**src/rtl/knight_pkg.sv**
```systemverilog
// Shared definitions for the knight command path: opcodes, FSM states and
// small decode helpers used by the command responder.
package knight_pkg;

  // Command opcodes carried in cmd[15:12]
  localparam logic [3:0] OP_CAL          = 4'b0000;
  localparam logic [3:0] OP_MOVE         = 4'b0010;
  localparam logic [3:0] OP_MOVE_FANFARE = 4'b0011;

  // Line counter width; two crossings per square, up to 15 squares
  localparam int unsigned LINE_CNT_W = 5;
  localparam logic [LINE_CNT_W-1:0] LINE_CNT_MAX = '1;

  // Responder FSM states
  typedef enum logic [2:0] {
    IDLE,
    CAL,
    HDG,
    MOVE,
    RESP
  } state_t;

  // True for either flavour of move command
  function automatic logic is_move_op(input logic [3:0] op);
    return (op == OP_MOVE) || (op == OP_MOVE_FANFARE);
  endfunction

  // Heading byte to 12-bit PID setpoint; heading zero means exactly zero
  // rather than 12'h00F so that "north" is not biased by the fill nibble.
  function automatic logic [11:0] expand_heading(input logic [7:0] heading);
    return (heading == 8'h00) ? 12'h000 : {heading, 4'hF};
  endfunction

endpackage

```
**src/rtl/rise_edge_det.sv**
```systemverilog
// Rising-edge detector: one history flop and an AND gate. The input is
// expected to be already synchronous to clk.
module rise_edge_det (
  input  logic clk,
  input  logic rst_n,
  input  logic sig,
  output logic rise
);

  logic sig_prev_reg;

  // Remember the previous sample of the input
  always_ff @(posedge clk or negedge rst_n) begin
    if (!rst_n) begin
      sig_prev_reg <= 1'b0;
    end else begin
      sig_prev_reg <= sig;
    end
  end

  assign rise = sig & ~sig_prev_reg;

endmodule

```
**src/rtl/cmd_responder.sv**
```systemverilog
// Command responder: acknowledges a command word, then sequences gyro
// calibration or a heading-then-move manoeuvre counted in centre-line
// crossings, and finishes each command with a one-cycle response.
module cmd_responder
  import knight_pkg::*;
(
  input  logic        clk,
  input  logic        rst_n,
  input  logic [15:0] cmd,
  input  logic        cmd_rdy,
  output logic        clr_cmd_rdy,
  output logic        send_resp,
  output logic        strt_cal,
  input  logic        cal_done,
  input  logic        heading_ok,
  input  logic        cntrIR,
  output logic [11:0] dsrd_hdg,
  output logic        moving,
  output logic        frwrd_en,
  output logic        fanfare_go,
  output logic        err_op
);

  state_t state_reg;
  state_t state_next;

  // Latched command fields; heading is kept in its expanded form
  logic [3:0]            op_reg;
  logic [3:0]            sq_reg;
  logic [11:0]           hdg_reg;
  logic [LINE_CNT_W-1:0] line_cnt_reg;

  logic                  line_rise;
  logic [LINE_CNT_W-1:0] line_target;
  logic                  load_move;
  logic                  clr_cnt;
  logic [3:0]            cmd_op;

  assign cmd_op      = cmd[15:12];
  // Two line crossings per square
  assign line_target = {sq_reg, 1'b0};
  assign dsrd_hdg    = hdg_reg;

  rise_edge_det u_ir_edge (
    .clk   (clk),
    .rst_n (rst_n),
    .sig   (cntrIR),
    .rise  (line_rise)
  );

  // State register; reset returns to IDLE even in the middle of a command
  always_ff @(posedge clk or negedge rst_n) begin
    if (!rst_n) begin
      state_reg <= IDLE;
    end else begin
      state_reg <= state_next;
    end
  end

  // Next-state and output decode. Only the acknowledge-cycle outputs look at
  // the live cmd word; everything later uses the latched fields.
  always_comb begin
    state_next  = state_reg;
    clr_cmd_rdy = 1'b0;
    strt_cal    = 1'b0;
    send_resp   = 1'b0;
    moving      = 1'b0;
    frwrd_en    = 1'b0;
    fanfare_go  = 1'b0;
    err_op      = 1'b0;
    load_move   = 1'b0;
    clr_cnt     = 1'b0;
    case (state_reg)
      IDLE: begin
        if (cmd_rdy) begin
          clr_cmd_rdy = 1'b1;
          if (cmd_op == OP_CAL) begin
            strt_cal   = 1'b1;
            state_next = CAL;
          end else if (is_move_op(cmd_op)) begin
            load_move  = 1'b1;
            state_next = HDG;
          end else begin
            state_next = RESP;
          end
        end
      end
      CAL: begin
        if (cal_done) begin
          send_resp  = 1'b1;
          state_next = IDLE;
        end
      end
      HDG: begin
        moving = 1'b1;
        if (heading_ok) begin
          // Counter is cleared on the way into MOVE, so a crossing seen in
          // this same cycle is discarded.
          clr_cnt    = 1'b1;
          state_next = (sq_reg == 4'd0) ? RESP : MOVE;
        end
      end
      MOVE: begin
        moving   = 1'b1;
        frwrd_en = 1'b1;
        if (line_cnt_reg == line_target) begin
          state_next = RESP;
        end
      end
      RESP: begin
        send_resp  = 1'b1;
        fanfare_go = (op_reg == OP_MOVE_FANFARE);
        // CAL completes without passing through RESP, so any non-move
        // opcode seen here was illegal.
        err_op     = ~is_move_op(op_reg);
        state_next = IDLE;
      end
      default: begin
        state_next = IDLE;
      end
    endcase
  end

  // Latch opcode and square count in the acknowledge cycle
  always_ff @(posedge clk or negedge rst_n) begin
    if (!rst_n) begin
      op_reg <= 4'd0;
      sq_reg <= 4'd0;
    end else if (clr_cmd_rdy) begin
      op_reg <= cmd[15:12];
      sq_reg <= cmd[3:0];
    end
  end

  // Desired heading only changes when a move is accepted
  always_ff @(posedge clk or negedge rst_n) begin
    if (!rst_n) begin
      hdg_reg <= 12'h000;
    end else if (load_move) begin
      hdg_reg <= expand_heading(cmd[11:4]);
    end
  end

  // Line crossing counter: cleared on MOVE entry, saturating increment
  always_ff @(posedge clk or negedge rst_n) begin
    if (!rst_n) begin
      line_cnt_reg <= '0;
    end else if (clr_cnt) begin
      line_cnt_reg <= '0;
    end else if ((state_reg == MOVE) && line_rise && (line_cnt_reg != LINE_CNT_MAX)) begin
      line_cnt_reg <= line_cnt_reg + 1'b1;
    end
  end

endmodule

```
**config.mk**
```make
export PLATFORM = sky130hd
export DESIGN_NAME = cmd_responder
export DESIGN_NICKNAME = d
export VERILOG_FILES = /design/src/rtl/knight_pkg.sv /design/src/rtl/rise_edge_det.sv /design/src/rtl/cmd_responder.sv
export SDC_FILE = /design/constraint.sdc
export NUM_CORES = 1
export LEC_CHECK = 0
export CAP_MARGIN = 20
export CORE_MARGIN = 2
export CORE_UTILIZATION = 39
export DETAILED_ROUTE_END_ITERATION = 8
export DONT_BUFFER_PORTS = 1
export GPL_TIMING_DRIVEN = 1
export PLACE_DENSITY = 0.54
export SLEW_MARGIN = 20
export SYNTH_ARGS = -nofsm -noshare
export SYNTH_HDL_FRONTEND = slang
export SYNTH_SLANG_ARGS = --single-unit
```
**constraint.sdc**
```tcl
create_clock -name clk -period 2.4 [get_ports clk]
set_clock_uncertainty 0.15 [all_clocks]
set_input_delay 0.24 -clock clk [delete_from_list [all_inputs] [get_ports clk]]
set_output_delay 0.24 -clock clk [all_outputs]
set_load 0.02 [all_outputs]
```
==> reports/metrics.yaml <==
power_and_ir_drop:
  p_comb_share_pct: 32.5
  cellPowerDensity_nw_per_um2: 1090
  p_leak_uw: 0.000750
  power_uw: 1790
  power.share.clock_pct: 16.9
  p_int_uw: 1120
  p_switching_uw: 670
  vdd_ir_drop_max_mv: 0.709
  pwr-share-seq_pct: 50.6
  power_switching_share_pct: 37.5
cts:
  post_cts.repair.setup_buffers: 0
  cts_max_path_buffers: 2
  path_clk_slew_ns: 0.15
  root_buffer: "clkbuf_4"
  insertion_delay_ns: 0.32
  cts_tree: "done"
  ctsHtreeMaxLevel: 1
  cts_sinks: 26
  cts_buffers: 3
  cts-resized-gates: 0
timing:
  fin_hold_ws_ns: 0.0185
  period_share_pct: 92.0
  slew_headroom_pct: 51.2
  setup_violations: 0
  period_needed_ns: 2.21
  finalSetupTns_ns: 0
  worst_pin_slew_ns: 0.731
  hold_violations: 0
  maxSlewViolCount: 0
  rsz0062_at_grt: "no"
  max_freq_mhz: 453
setup_path:
  worst_setup_path_start_kind: "flip-flop"
  end_kind: "output pin"
  crit_required_ns: 2.01
  critPathKind: "flip-flop to output pin"
  worstPathMaxFanout: 10
  worstPathArrival_ns: 1.82
job:
  drv_cap: 0
synthesis:
  ys_types: 33
  yosysSeqAreaShare_pct: 48.5
  syn_avg_cell_area_um2: 12.0
  yosys_warnings: 0
  synth_fp_nets: 136
  synth-seq-cells: 26
  synth_ff_type: "dfrtp_1"
  synth-edff-count: 0
  synth_top_area_share_pct: 48.5
  yosysTopAreaCell: "dfrtp_1"
  synth_area_leaders: "dfrtp_1 48%, mux2_4 8.9%, mux2_2 6.7%, xor2_1 2.6%, buf_4 2.2%"
  async_flop_share_pct: 100
  netlist_area_um2: 1340
  netlist_instances: 112
finish:
  antenna-diode-count: 0
  nNetsFinal: 157
  area_delta_synth_final_pct: 22.1
  drive_gt1_share_pct: 21.2
  largest_reg_flops: 9
  fillers: 323
  stdcell_count: 178
drt:
  wire_per_inst_um: 15.2
  drt_iter0_markers: 55
  drc: 0
  firstDrtPassIters: 4
  ant_nets: 0
  via_per_inst: 5.23
  wirelength_um: 2710
  num_vias: 931
global_routing:
  grt_pass1_vias: 1068
  antenna_found_initial: 0
  track_usage_pct: 15.7
  grt_max_degree: 27
  grt_first_pass_wirelength_um: 4890
  overflow: 0
placed_design:
  dpl.hpwl_um: 1890
  place_inst: 153
  port_buffers: 0
  gp_congestion: 0.816
floorplanning:
  start_util_pct: 40.6
  dieArea_um2: 3930
  die_w_um: 62.7
  boundaryPins: 41
  core_um2: 3310
  num_rows: 21
  die-height_um: 62.7
worst_hold_path:
  hold_class: "primary input to flip-flop"
outcome:
  status: "finished, final reports clean"
## cell families (layout without fill, tap and decap cells)
family / Yosys count / count (layout) / share of synthesized area (%)
DFF: 26 / 26 / 48.5
xor gates and xnor gates: 7 / 7 / 4.57
adders and majority gates: 2 / 2 / 1.86
and+or+nand+nor: 37 / 37 / 17.6
muxes: 17 / 17 / 16.4
AOI/OAI and AO/OA: 14 / 14 / 6.62
buffers and inverters: 9 / 29 / 4.47
## power groups by stage
stage               combinational (uW)  clock, uW  sequential [uW]
floorplan                          575          0              817
global placement                   523          0              907
detailed placement                 537          0              915
CTS                                587        313              905
global route                       640        338              938
finish                             581        303              905
## cell usage after synthesis, types with 2 or more instances
library cell   n
dfrtp_1       26
mux2_2         8
mux2_4         8
nand2_1        7
a21oi_1        5
nand3_1        5
nor2_1         5
and3_1         4
buf_4          4
nor4_1         4
o21ai_0        4
xor2_1         4
buf_2          3
xnor2_1        3
ha_1           2
nor3b_1        2
o41ai_1        2
## metrics by stage
step | setup WS (ns) | area [um^2] | util [%]
after detailed placement | 0.335 | 1370 | 41.3
after global routing | 0.0461 | 1640 | 49.5
after floorplan | 0.478 | 1340 | -
after CTS | 0.158 | 1640 | 49.5
final | 0.192 | 1640 | 49.5
after global placement | 0.381 | 1370 | 41.3
## metal layers
layer	part of all wire, %	up-vias	track usage (%)	wire length [um]
met5	0	-	0	0
met4	0.81	0	6.11	22
met3	6.2	2	3.60	167
met2	49	28	27.6	1320
met1	44	463	18.4	1200
li1	-	438	-	-
## worst paths after layout
| kind | start | end | slack [ns] | cells past startpoint |
|---|---|---|---|---|
| max | state_reg[2] | strt_cal | 0.19 | 3 |
| min | cmd[11] | dsrd_hdg[3] | 0.02 | 3 |
| max reg2reg | state_reg[2] | state_reg[1] | 0.28 | 4 |
| min reg2reg | op_reg[2] | op_reg[2] | 0.38 | 1 |
| max in group asynchronous | rst_n | state_reg[1] | 1.77 | 2 |
| min in group asynchronous | rst_n | line_cnt_reg[4] | 0.17 | 2 |
## final cells by class
type                       count  area [um^2]  share of cell area (%)
sequential                    26          651                    39.7
timing repair buffer          24          243                    14.8
clock inverter                 1         30.0                    1.83
tap                           46         57.6                    3.51
multi-input combinational     77          632                    38.5
inverter                       1         3.75                   0.229
clock buffer                   3         22.5                    1.37
## timing repair
item	4_1_cts	5_1_grt
hold buffers	21	0
hold endpoints to repair	44	0
setup endpoints to repair	0	0
## worst max-delay path, stage by stage, from the launching register on
cell and delay [ns]:
dfrtp_1 0.52, nor4b_4 0.45, buf_4 0.27, and2_1 0.26
## layout by cell type (no fill, tap or decap), types with 2 or more instances in the layout
| cell | instances |
|---|---|
| xnor2_1 | 3 |
| mux2_2 | 8 |
| nand2_1 | 7 |
| ha_1 | 2 |
| mux2_4 | 8 |
| buf_4 | 3 |
| o41ai_1 | 2 |
| nor3b_1 | 2 |
| a21oi_1 | 5 |
| clkbuf_4 | 3 |
| and3_1 | 4 |
| dlygate4sd3_1 | 20 |
| dfrtp_1 | 26 |
| o21ai_0 | 4 |
| nor2_1 | 5 |
| nand3_1 | 5 |
| nor4_1 | 4 |
| xor2_1 | 4 |
(Power assumes the default switching activity.)
